File: config.mk
export PLATFORM = sky130hd
export DESIGN_NAME = lru_matrix_tracker
export DESIGN_NICKNAME = d
export VERILOG_FILES = /design/src/rtl/lru_matrix_tracker.sv
export SDC_FILE = /design/constraint.sdc
export NUM_CORES = 1
export LEC_CHECK = 0
export BUFFER_PORTS_ARGS = -buffer_cell sky130_fd_sc_hd__buf_2
export CAP_MARGIN = 20
export CORE_ASPECT_RATIO = 0.7
export CORE_MARGIN = 3
export CORE_UTILIZATION = 36
export CTS_CLUSTER_DIAMETER = 30
export DETAILED_ROUTE_END_ITERATION = 12
export HOLD_SLACK_MARGIN = 0.12
export PLACE_DENSITY = 0.64
export SLEW_MARGIN = 20
export SYNTH_ARGS = -nofsm -noshare
export SYNTH_HDL_FRONTEND = slang
export SYNTH_SLANG_ARGS = --single-unit
export TNS_END_PERCENT = 20
File: constraint.sdc
create_clock -name clk_i -period 3.9 [get_ports clk_i]
set_input_delay 0.78 -clock clk_i [delete_from_list [all_inputs] [get_ports clk_i]]
set_output_delay 0.78 -clock clk_i [all_outputs]
set_load 0.005 [all_outputs]
File: src/rtl/lru_matrix_tracker.sv
// Matrix-based true-LRU tracker for one WAYS-way set, with per-way valid bits and invalidation.
// Optional way locking is compiled in when LRU_LOCK_EN is defined.
module lru_matrix_tracker #(
    parameter  int WAYS  = 4,
    localparam int WAY_W = $clog2(WAYS)
) (
    input  logic             clk_i,
    input  logic             reset_n_i,
    input  logic [WAY_W-1:0] access1_i,
    input  logic             v1_i,
    input  logic [WAY_W-1:0] access2_i,
    input  logic             v2_i,
    input  logic             inv_i,
    input  logic [WAY_W-1:0] inv_way_i,
    input  logic [WAYS-1:0]  lock_mask_i,
    output logic [WAY_W-1:0] replace_which_o,
    output logic             replace_v_o,
    output logic [WAYS-1:0]  valid_o
);

    // m_q[i][j] = 1 : way i used more recently than way j; diagonal never set
    logic [WAYS-1:0][WAYS-1:0] m_q, m_d;
    logic [WAYS-1:0]           valid_q, valid_d;
    logic [WAYS-1:0]           inv_hit, hit1, hit2;
    logic [WAYS-1:0]           cand, free, oldest, pick;

    // Out-of-range indices decode to no hit, so they leave the state untouched
    always_comb begin
        inv_hit = '0;
        hit1    = '0;
        hit2    = '0;
        for (int k = 0; k < WAYS; k++) begin
            inv_hit[k] = inv_i && (inv_way_i == WAY_W'(k));
            hit1[k]    = v1_i  && (access1_i == WAY_W'(k));
            hit2[k]    = v2_i  && (access2_i == WAY_W'(k));
        end
    end

    // NOTE: every output of this block is given a default first, so no path leaves it unassigned and no latch is inferred.
    // Updates are applied in order: invalidate, port 1, port 2 -- later ones win.
    always_comb begin
        m_d     = m_q;
        valid_d = valid_q;
        for (int k = 0; k < WAYS; k++) begin
            if (inv_hit[k]) begin
                for (int j = 0; j < WAYS; j++) begin
                    m_d[k][j] = 1'b0;
                    m_d[j][k] = (j != k);
                end
                valid_d[k] = 1'b0;
            end
        end
        for (int k = 0; k < WAYS; k++) begin
            if (hit1[k]) begin
                for (int j = 0; j < WAYS; j++) begin
                    m_d[k][j] = (j != k);
                    m_d[j][k] = 1'b0;
                end
                valid_d[k] = 1'b1;
            end
        end
        for (int k = 0; k < WAYS; k++) begin
            if (hit2[k]) begin
                for (int j = 0; j < WAYS; j++) begin
                    m_d[k][j] = (j != k);
                    m_d[j][k] = 1'b0;
                end
                valid_d[k] = 1'b1;
            end
        end
    end

    // NOTE: the matrix is a handful of flops, not a RAM, so it is cleared by reset like any other state.
    always_ff @(posedge clk_i or negedge reset_n_i) begin
        if (!reset_n_i) begin
            m_q     <= '0;
            valid_q <= '0;
        end else begin
            m_q     <= m_d;
            valid_q <= valid_d;
        end
    end

`ifdef LRU_LOCK_EN
    assign cand        = ~lock_mask_i;
    assign replace_v_o = |cand;
`else
    logic unused_lock;
    assign unused_lock = ^lock_mask_i;
    assign cand        = '1;
    assign replace_v_o = 1'b1;
`endif

    // Invalid candidates take precedence; otherwise pick the candidate older than all others
    always_comb begin
        free = cand & ~valid_q;
        for (int i = 0; i < WAYS; i++) begin
            oldest[i] = cand[i] && ((m_q[i] & cand) == '0);
        end
        pick            = (|free) ? free : oldest;
        replace_which_o = '0;
        for (int i = WAYS - 1; i >= 0; i--) begin
            if (pick[i]) replace_which_o = WAY_W'(i);
        end
    end

    assign valid_o = valid_q;

endmodule

# After elaboration in Yosys (flattened, before gate mapping)

Index checks and enable logic that the tools add are counted.

Register bits after elaboration: 20
Input port bits: 15
Output and inout port bits: 7
Word-level logic and storage cells: 117

Equality and inequality tests: 9
Muxes and demuxes: 57
Bitwise logic cells: 1
Reductions and logical operators: 30

Operators with widths:

| cell               | count |
|---|---|
| $mux 1             | 40 |
| $reduce_bool 6->1  | 6 |
| $mux 5             | 6 |
| $mux 4             | 7 |
| $logic_not 4->1    | 4 |
| $eq 2x2->1 const B | 6 |
| $logic_and 1x1->1  | 12 |
| $reduce_bool 3->1  | 4 |
| $mux 2             | 4 |
| $eq 2x1->1 const B | 3 |
| $logic_not 2->1    | 3 |
| $not 4->4          | 1 |
| $reduce_or 4->1    | 1 |

# Depth between registers and ports, before layout

Gate-level depths: netlist of run 1.

Depth after elaboration: 9
Depth in mapped cells: 5
Mapped depth without buffers: 4

# Worst setup path after synthesis of run 1

OpenSTA, ideal clock, no wires.

Kind: flip-flop to output port
Start point: register valid_q[2] (netlist: valid_o[2])
End point: output replace_which_o[1]
Arrival: 1.238 ns
Required time: 3.120 ns
Path slack: 1.882 ns
Cell stages (with the launch flop): 5
Buffers on the path: 0
Cell sequence: dfrtp_1 -> nand4_2 -> or4_1 -> nor3b_1 -> nor3_2

Longest elaborated chain between the ends: 7

Ends and longest elaborated chain:

| item                     | line | RTL |
|---|---|---|
| start: declaration       | 23   | `logic [WAYS-1:0] valid_q, valid_d;` |
| start signal: assignment | 80   | `valid_q <= valid_d;` |
| $not 4->4 *              | 96   | `free = cand & ~valid_q;` |
| $reduce_or 4->1          | 100  | `pick = (\|free) ? free : oldest;` |
| $mux 4 *                 | 100  |  |
| $mux 2 (3 in a row)      | 103  | `if (pick[i]) replace_which_o = WAY_W'(i);` |
| $mux 2 *                 | 103  |  |
| end: declaration         | 16   | `output logic [WAY_W-1:0] replace_which_o,` |

Mark *: on every way between the ends. The rest lies on a longest branch, timed or not.

# Worst setup path after layout of run 1

Start point: register valid_q[2] (netlist: valid_o[2])
End point: output replace_which_o[0]

The elaborated chain is that of the path after synthesis.

==> results by stage, run 1 <==
Global route:
- The aggregate global routing overflow is 0.
- The first global-routing pass estimated around 3.4 mm of wire.
- Across every metal layer, demand over resource in global routing totals 0.150.
- The initial antenna violation count was 0.
- The via count of the first global-routing pass is just under 700.
- The largest net degree at the start of global routing is 17.

Synthesis:
- In this run the mean area of a mapped cell was ~9.1 um^2.
- The number of distinct library cells after synthesis is 33.
- In the post-synthesis netlist, the biggest area contributors are dfrtp_1 46%, nand2_1 6.1%, inv_1 3.0%, o41ai_1 3.0%, a21oi_1 2.9%.
- Of the post-synthesis cell area, the dominant cell type holds 0.463.
- The synthesized instance count is 95.
- The register area share after synthesis is 0.463.
- The number of register bits inferred by synthesis is 16.
- During synthesis, Yosys emitted a total of 0 warnings.
- The leading area contributor after synthesis is dfrtp_1.
- The number of nets handed over by synthesis was between 100 and 150.
- After synthesis the cells add up to slightly below 900 um^2.

Layout:
- The multi-input gate area in the final layout is ~430 um^2.
- The area growth from synthesis to layout is 16.8%.
- The repair_antennas step left the layout with diodes totalling 0.
- The share of post-route cells with drive strength above 1 is 0.230.
- The net count of the finished layout is 129.
- Leaving out fill and tap cells, the most frequent cells in the layout are 16 x buf_2, 16 x dfrtp_1, 14 x nand2_1.
- Summing all flip-flop and latch instances after layout gives ~400 um^2.
- The finished cells cover ~0.001 mm^2.
- The filler cells instantiated in the layout total between 200 and 250.

Run status:
- The flow ran to the end, and the final reports show no timing, DRC or antenna violations.

Drt:
- After detailed routing, no signal wire sits above met3.
- In this run, the number of DRC markers left after iteration 0 of detailed routing was 33.
- Before antenna repair, the detailed router went through 4 iterations.
- The length of routed met3 wiring is around 120 um.
- After detailed routing, the met2 layer carries approximately 830 um of wire.
- The wire length per cell is about 14 um.
- The via density per instance is around 5.2.
- The total via count in the routed design is ~750.
- The post-route antenna net violation count is 0.
- The total wire length is 2.05 mm.
- In the routed design, unresolved DRC markers number 0.
- The detailed router put a total of between 1 and 1.5 mm of wire on met1.

CTS:
- The clock tree from TritonCTS is yes.
- For the worst-skew pair, the clock arrives at the later sink with an insertion delay of between 0.2 and 0.3 ns.
- The clock slew at the register clock pins of the worst setup and hold paths is roughly 0.1 ns.
- The number of H-tree levels is 1.
- After clock tree synthesis, the flow added hold-fix buffers numbering 0.
- After clock tree synthesis, the repair step resized 0 gates.
- Buffers inserted during clock tree synthesis total 3.
- The clock passes through at most 2 buffers.
- Post-CTS timing repair inserted 0 buffers for setup.
- The cell at the root of the clock tree is clkbuf_4.
- The clock net in this run drives a total of 16 sinks.

Placement:
- In this run the cell area measured after placement is 973 um^2.
- Buffers placed on the I/O ports in this run total 16.
- The placed wire-length estimate after detailed placement is ~1.6 mm.
- The final RePlAce weighted congestion is 0.879.

Worst setup path:
- The signal on the critical path passes through nand4_2 > o41ai_1 > a31oi_1 > nor2_1 > buf_2.
- The data arrival at the endpoint of the critical path is 1.90 ns.
- The critical path is of the register to output port type.
- The worst setup path is captured at an output port.
- The delay contributed by the slowest stage of the critical path is about 0.59 ns.
- The cell family contributing the most delay on the critical path is compound AO/OA/AOI/OAI gates.
- The number of buffers and inverters on the critical path is 1.
- The endpoint required time on the critical path is about 3.1 ns.
- The slowest stage of the critical path belongs to the cell o41ai_1.
- The largest driver fanout on the critical path is 5.
- STA classifies the critical path startpoint as a register.

Floorplanning:
- The number of top-level design ports is 22.
- The die covers between 0.003 and 0.004 mm^2.
- The region available for standard cell placement spans roughly 0.0022 mm^2.
- After floorplanning, the core was divided into 14 placement rows.
- The floorplan step set the die width to between 60 and 70 um.
- The die boundary height is 47 um.
- The effective utilization at floorplan is 0.392.

Power and ir drop:
- The worst ir drop on vdd is around 160 uV.
- The leakage dissipation is approximately 0.00047 uW.
- The power density of the placed cells is 413 mW/mm^2.

STA:
- The number of setup violations in the final report is 0.
- Static timing analysis puts the maximum clock frequency at 372 MHz.
- The final count of pins violating max slew came to 0.
- In this run the tightest slew margin relative to its limit is 0.550.
- The period utilization is 0.688.
- The number of hold violations in the final report is 0.
- Setup repair after global routing left no endpoint under its margin.
- For the pin with the worst max-slew slack, the measured transition is 0.667 ns.
- The total negative setup slack is 0 ns.
- For the finished layout, the period the worst path requires is around 2.7 ns.
- The clock arrives with 0 ns of skew.

Job:
- The number of maximum-capacitance violations is 0.

Worst hold path:
- The path type of the worst min-delay path is input pin to async pin.
final timing paths:
kind,depth (start not counted),slack (ns),end,startpoint
max,5,1.22,replace_which_o[0],valid_o[2]
min,1,0.38,valid_o[2],reset_n_i
max reg2reg,3,3.03,m_q[9],m_q[9]
min reg2reg,2,0.49,m_q[2],m_q[2]
max in group asynchronous,1,3.25,m_q[3],reset_n_i
min in group clk_i,2,0.49,m_q[2],m_q[2]
layout make-up:
class,instances,area share
Multi-Input combinational cell,70,0.423
Sequential cell,16,0.397
Timing Repair Buffer,16,0.0793
Tap cell,32,0.0397
Clock buffer,4,0.0359
Inverter,7,0.0260
cell usage after synthesis:
cell type  number
nor3_1          1
nor2b_1         3
o31ai_1         1
o21ai_1         1
nand2_1        14
a21oi_1         5
o21a_1          2
dfrtp_1        16
a21boi_0        2
o211ai_1        1
a31o_2          1
o41ai_1         3
o21ai_0         4
nand2b_1        4
nand3b_1        1
a21o_2          1
clkbuf_1        1
or4_1           1
nor2_1          2
a31oi_1         3
conb_1          1
nor3_2          1
o22ai_1         3
nor2b_2         2
or3b_1          1
nand3_1         5
a222oi_1        1
nand4_2         1
buf_4           1
inv_1           7
a22o_1          1
a21o_1          2
nor3b_1         2
power by group:
group          total (uW)  internal, uW  switching (uW)
clock network         110          56.9            53.5
logic                96.9          43.9            53.0
registers             210           190            19.8
total                 417           291             126
per-layer routing:
| metal | vias up | track usage |
|---|---|---|
| met5 | - | 0 |
| met4 | 0 | 0.0252 |
| met3 | 0 | 0.0502 |
| met2 | 20 | 0.219 |
| met1 | 354 | 0.220 |
| li1 | 380 | - |
worst reg2reg max path: cells and delay by family (launching register included):
kind            cells  cell delay (ns)
flops               1             0.39
buf+inv             1             0.06
compound gates      2             0.33
registers in the layout (all words and copies together) (netlist names):
signal   flops
m_q         12
valid_o      4
per-stage QoR:
stage                     instances  setup WS [ns]  power (uW)   util  hold WS, ns
after floorplan                  95           1.88         268      -        0.439
after global placement          141           1.64         308  0.441        0.464
after detailed placement        141           1.59         310  0.441        0.472
after CTS                       145           1.24         421  0.457        0.392
after global routing            145           1.07         444  0.457        0.398
final                           145           1.22         417  0.457        0.385
logic make-up after synthesis:
kind of cell | share of synthesized area
compound gates | 0.243
buf+inv | 0.0434
flops | 0.463
other cells | 0.00434
simple gates | 0.246
Power figures use the tool's default switching activity.
==> run 2: changes to the inputs <==
--- a/config.mk
+++ b/config.mk
@@ -5,6 +5,7 @@
 export SDC_FILE = /design/constraint.sdc
 export NUM_CORES = 1
 export LEC_CHECK = 0
+export ABC_AREA = 1
 export BUFFER_PORTS_ARGS = -buffer_cell sky130_fd_sc_hd__buf_2
 export CAP_MARGIN = 20
 export CORE_ASPECT_RATIO = 0.7
@@ -13,7 +14,7 @@
 export CTS_CLUSTER_DIAMETER = 30
 export DETAILED_ROUTE_END_ITERATION = 12
 export HOLD_SLACK_MARGIN = 0.12
-export PLACE_DENSITY = 0.64
+export PLACE_DENSITY = 0.65
 export SLEW_MARGIN = 20
 export SYNTH_ARGS = -nofsm -noshare
 export SYNTH_HDL_FRONTEND = slang
==> constraint.sdc (replaced) <==
create_clock -name clk_i -period 2.2 [get_ports clk_i]
set_input_delay 0.44 -clock clk_i [delete_from_list [all_inputs] [get_ports clk_i]]
set_output_delay 0.44 -clock clk_i [all_outputs]
set_load 0.005 [all_outputs]
==> run 2 against run 1 <==
Against the previous run:
- first-iteration DRC count is 61% higher
- setup slack got worse by 0.89 ns
- sequential cell count unchanged
- critical path depth increased by 2
- utilization increased by 0.68 points
- via count is 18% higher
- global-route usage down 0.88 points
- synthesized cell count up 48%
- register-to-register slack worse by 1.5 ns
- sequential power increased by 79%
- highest routed layer is now met4
==> results by stage, run 2 <==
Synthesis:
- The synthesized net count is 156 (+42%).
- The share of the synthesized netlist area taken by xor and xnor gates is 0 (unchanged).
- The combinational family with the most area after synthesis is simple AND/OR/NAND/NOR gates.
- The number of enable flip-flop cells after synthesis is 0 (unchanged).
- The commonest cells after synthesis are 46 x nand2_1, 16 x dfrtp_1, 16 x nor2_1.
- The number of register bits inferred by synthesis came to 16 (unchanged).
- The area share of the leading cell type in the synthesized netlist is 0.395 (-0.0680).
- The number of warnings issued by yosys is 0 (unchanged).
- The share of synthesized area spent on multiplexers is 0 (unchanged).
- The adder-cell share of the synthesized area came to 0 (unchanged).
- The most common cell in the netlist is nand2_1.
- The number of distinct library cells after synthesis is 22 (-33%).
- The async set-reset flop share out of synthesis is 1.00 (unchanged).
- The area of the mapped netlist is 0.00101 mm^2 (+17%).
- The most used flip-flop cell after synthesis is dfrtp_1.
- The mean post-synth cell area was 7.19 um^2 (-21%).
- The post-synthesis share of cell area spent on and, or, nand and nor gates is 0.467 (+0.221).
- The register area share after synthesis came to 0.395 (-0.0680).
- The fraction of the mapped netlist area in compound gates is 0.0543 (-0.189).
- Summed over all instances, the cell type with the most area after synthesis is dfrtp_1.
- Sorting the synthesized cells by area gives the leading types as dfrtp_1 40%, nand2_1 17%, nor2_1 5.9%, nand3_1 5.4%, inv_1 4.8%.
- The synthesized instance count came to 141 (+48%).

Power and ir drop:
- The share of total power in combinational logic is 0.254 (+0.022).
- The worst ir drop on vdd is 281 uV (+71%).
- The power spent charging and discharging nets came to 267 uW (+110%).
- The fraction of power consumed by the clock network is 0.307 (+0.042).
- The power density of the placed cells came to 715 mW/mm^2 (+73%).
- The cell-internal power is 587 uW (+100%).
- The leakage dissipation was 0.000675 uW (+43%).
- The switching share of total power is 0.313 (+0.00995).
- The sequential group share of total power is 0.439 (-0.064).

Floorplanning:
- The width of the die is 69.4 um (+7.5%).
- The effective utilization at floorplan was 0.394 (+0.00244).
- The number of rows created at floorplan is 15 (+1).
- The die boundary height was 50.4 um (+7.2%).
- The area of the die is 0.00350 mm^2 (+15%).
- The floorplan core area came to 0.00257 mm^2 (+16%).
- The number of top-level design ports is 22 (unchanged).

Worst setup path:
- The endpoint required time on the critical path was 1.76 ns (-1.36 ns).
- In this run the critical register-to-register path is captured at valid_o[2].
- The worst-case register-to-register setup slack is 1.52 ns (-1.51 ns).
- STA classifies the critical path startpoint as a register.
- The largest driver fanout on the critical path is 5 (unchanged).
- The depth of the worst register-to-register path is 2 (-1).
- The category of the most critical setup path is register to output port.
- The endpoint of the worst setup timing path is replace_which_o[0].
- The critical path starts at valid_o[0].
- The type of destination of the critical path is an output port.
- The critical register-to-register path startpoint is valid_o[2].
- The data arrival at the endpoint of the critical path is 1.43 ns (-0.47 ns).

CTS:
- The number of sinks handled by clock tree synthesis is 16 (unchanged).
- TritonCTS built the clock tree.
- The maximum number of buffers from clock root to sink is 2 (unchanged).
- CTS placed an instance of clkbuf_8 at the clock tree root.
- The clock slew at the register clock pins of the worst setup and hold paths is 0.06 ns (-0.04 ns).
- The TritonCTS buffer count was 3 (unchanged).
- The post-cts resize count is 0 (unchanged).
- The insertion delay to the later sink of the worst-skew pair is 0.25 ns (-0.03 ns).
- The post-CTS setup repair buffer count is 0 (unchanged).
- The number of H-tree levels is 1 (unchanged).

Placement:
- The placed wire-length estimate after detailed placement is 1.77 mm (+7.4%).
- The total of buffers placed on input and output ports is 16 (unchanged).
- The final RePlAce weighted congestion came to 0.813 (-7.5%).
- The total cell area at the placement stage is 0.00113 mm^2 (+16%).

Layout:
- Relative to the synthesized area, the layout overhead comes to 17.8%.
- In the layout the commonest cells are 46 x nand2_1, 16 x nor2_1, 16 x buf_2, 16 x dfrtp_1, 13 x inv_1.
- The diode insertion count for antenna repair is 0 (unchanged).
- The largest register by flop count is m_q.
- The share of post-route cells with drive strength above 1 is 0.292 (+0.0618).
- The final-stage net count is 177 (+37%).
- The cell area after layout was 0.00119 mm^2 (+18%).
- The library cell used most frequently in the layout, excluding fill and tap cells, is nand2_1.
- The number of flip-flops under the largest register name is 12 (unchanged).

STA:
- Setup repair after global routing left no endpoint under its margin.
- The final count of pins violating max slew was 0 (unchanged).
- The number of hold violations in the final report is 0 (unchanged).
- The worst hold-check slack is 0.481 ns (+0.0961 ns).
- The worst path in the final design needs a cycle of roughly 1.9 ns, including I/O delays and setup.
- The number of setup violations in the final report was 0 (unchanged).
- The period utilization is 0.852.
- The total negative setup slack came to 0 ns (unchanged).
- The final setup skew is 0 ns (unchanged).
- Timing would allow up to 534 MHz.

Global route:
- The via count of the first global-routing pass is 834 (+22%).
- The initial antenna violation count was 0 (unchanged).
- The total global routing track utilization was 0.142 (-0.00876).
- The largest net degree at the start of global routing is 17 (unchanged).
- The wire length of the first global-routing pass is 3.82 mm (+13%).
- The aggregate global routing overflow was 0 (unchanged).

Drt:
- The wire length per cell is 11.0 um (-23%).
- The length of routed met3 wiring is 115 um (-1.7%).
- The total wire length is 2.14 mm (+4.2%).
- The post-route antenna net violation count is 0 (unchanged).
- The highest layer touched by signal routing is met4.
- The via density per instance came to 4.55 (-12%).
- The total via count in the routed design is 888 (+18%).
- The met2 wirelength from detailed routing is 885 um (+6.1%).
- The number of detailed-routing iterations run before antenna repair is 4 (unchanged).
- The sum of routed wire segments on met1 is 1.13 mm (+2.2%).
- The iteration-0 DRC count of the detailed router is 53 (+61%).
- The count of unresolved DRC violations after routing is 0 (unchanged).

Worst hold path:
- Along the worst hold path, the cell count comes to 2.
- The path type of the worst min-delay path is register to register.
- The worst hold path begins at m_q[8].

Job:
- The number of maximum-capacitance violations is 0 (unchanged).

Run status:
- The flow ran to the end, and the final reports show no timing, DRC or antenna violations.
[run 2: cell types whose count changed after synthesis, moves of 6 or more]
cell / previous run / this run
nand3_1: 5 / 11
inv_1: 7 / 13
nand2_1: 14 / 46
nor2_1: 2 / 16
nand2_2: 0 / 6
nor2_2: 0 / 6
[run 2: layer usage]
metal,up-vias,track usage
met3,3,0.0500
met4,0,0.0487
met2,22,0.198
met1,397,0.200
met5,-,0
li1,466,-
[run 2: what timing repair did]
action,4_1_cts,5_1_grt
hold buffers,1,0
hold endpoints to repair,16,0
endpoints found under the setup margin,0,0
[run 2: per-stage QoR]
| stage | power (uW) | setup slack [ns] | utilization | std cells |
|---|---|---|---|---|
| finish | 853 | 0.326 | 0.464 | 195 |
| global route | 919 | 0.140 | 0.464 | 195 |
| CTS | 864 | 0.303 | 0.464 | 195 |
| detailed placement | 598 | 0.589 | 0.439 | 190 |
| global placement | 589 | 0.640 | 0.439 | 190 |
| floorplan | 522 | 0.816 | - | 141 |
[run 2: kinds of logic after synthesis]
| logic type | Yosys count |
|---|---|
| AND/OR/NAND/NOR | 96 |
| buffers and inverters | 20 |
| flip-flops | 16 |
| AO/OA/AOI/OAI | 8 |
| other | 1 |
[run 2: critical path, stage by stage (launching register included)]
cell	delay [ns]
dfrtp_1	0.42
nand2_1	0.09
nor2_1	0.19
nand2_1	0.08
nand2_1	0.08
nand2_1	0.06
a21oi_1	0.13
buf_2	0.13
[run 2: area by class of cell]
class                      instances  area, um^2
fill                             264        1380
inverter                          19        73.8
clock buffer                       4        55.1
timing repair buffer              17        90.1
multi-input combinational        105         532
tap                               34        42.5
sequential                        16         400
[run 2: worst min path at each step]
stage | end
floorplan | m_q[11]
global placement | m_q[7]
detailed placement | m_q[13]
CTS | m_q[8]
global route | valid_o[0]
finish | m_q[8]
[run 2: power groups by stage]
stage	Clock (uW)	Sequential (uW)	Combinational, uW
global route	286	383	251
finish	262	375	217
CTS	268	375	220
global placement	0	378	211
floorplan	0	372	150
detailed placement	0	380	219
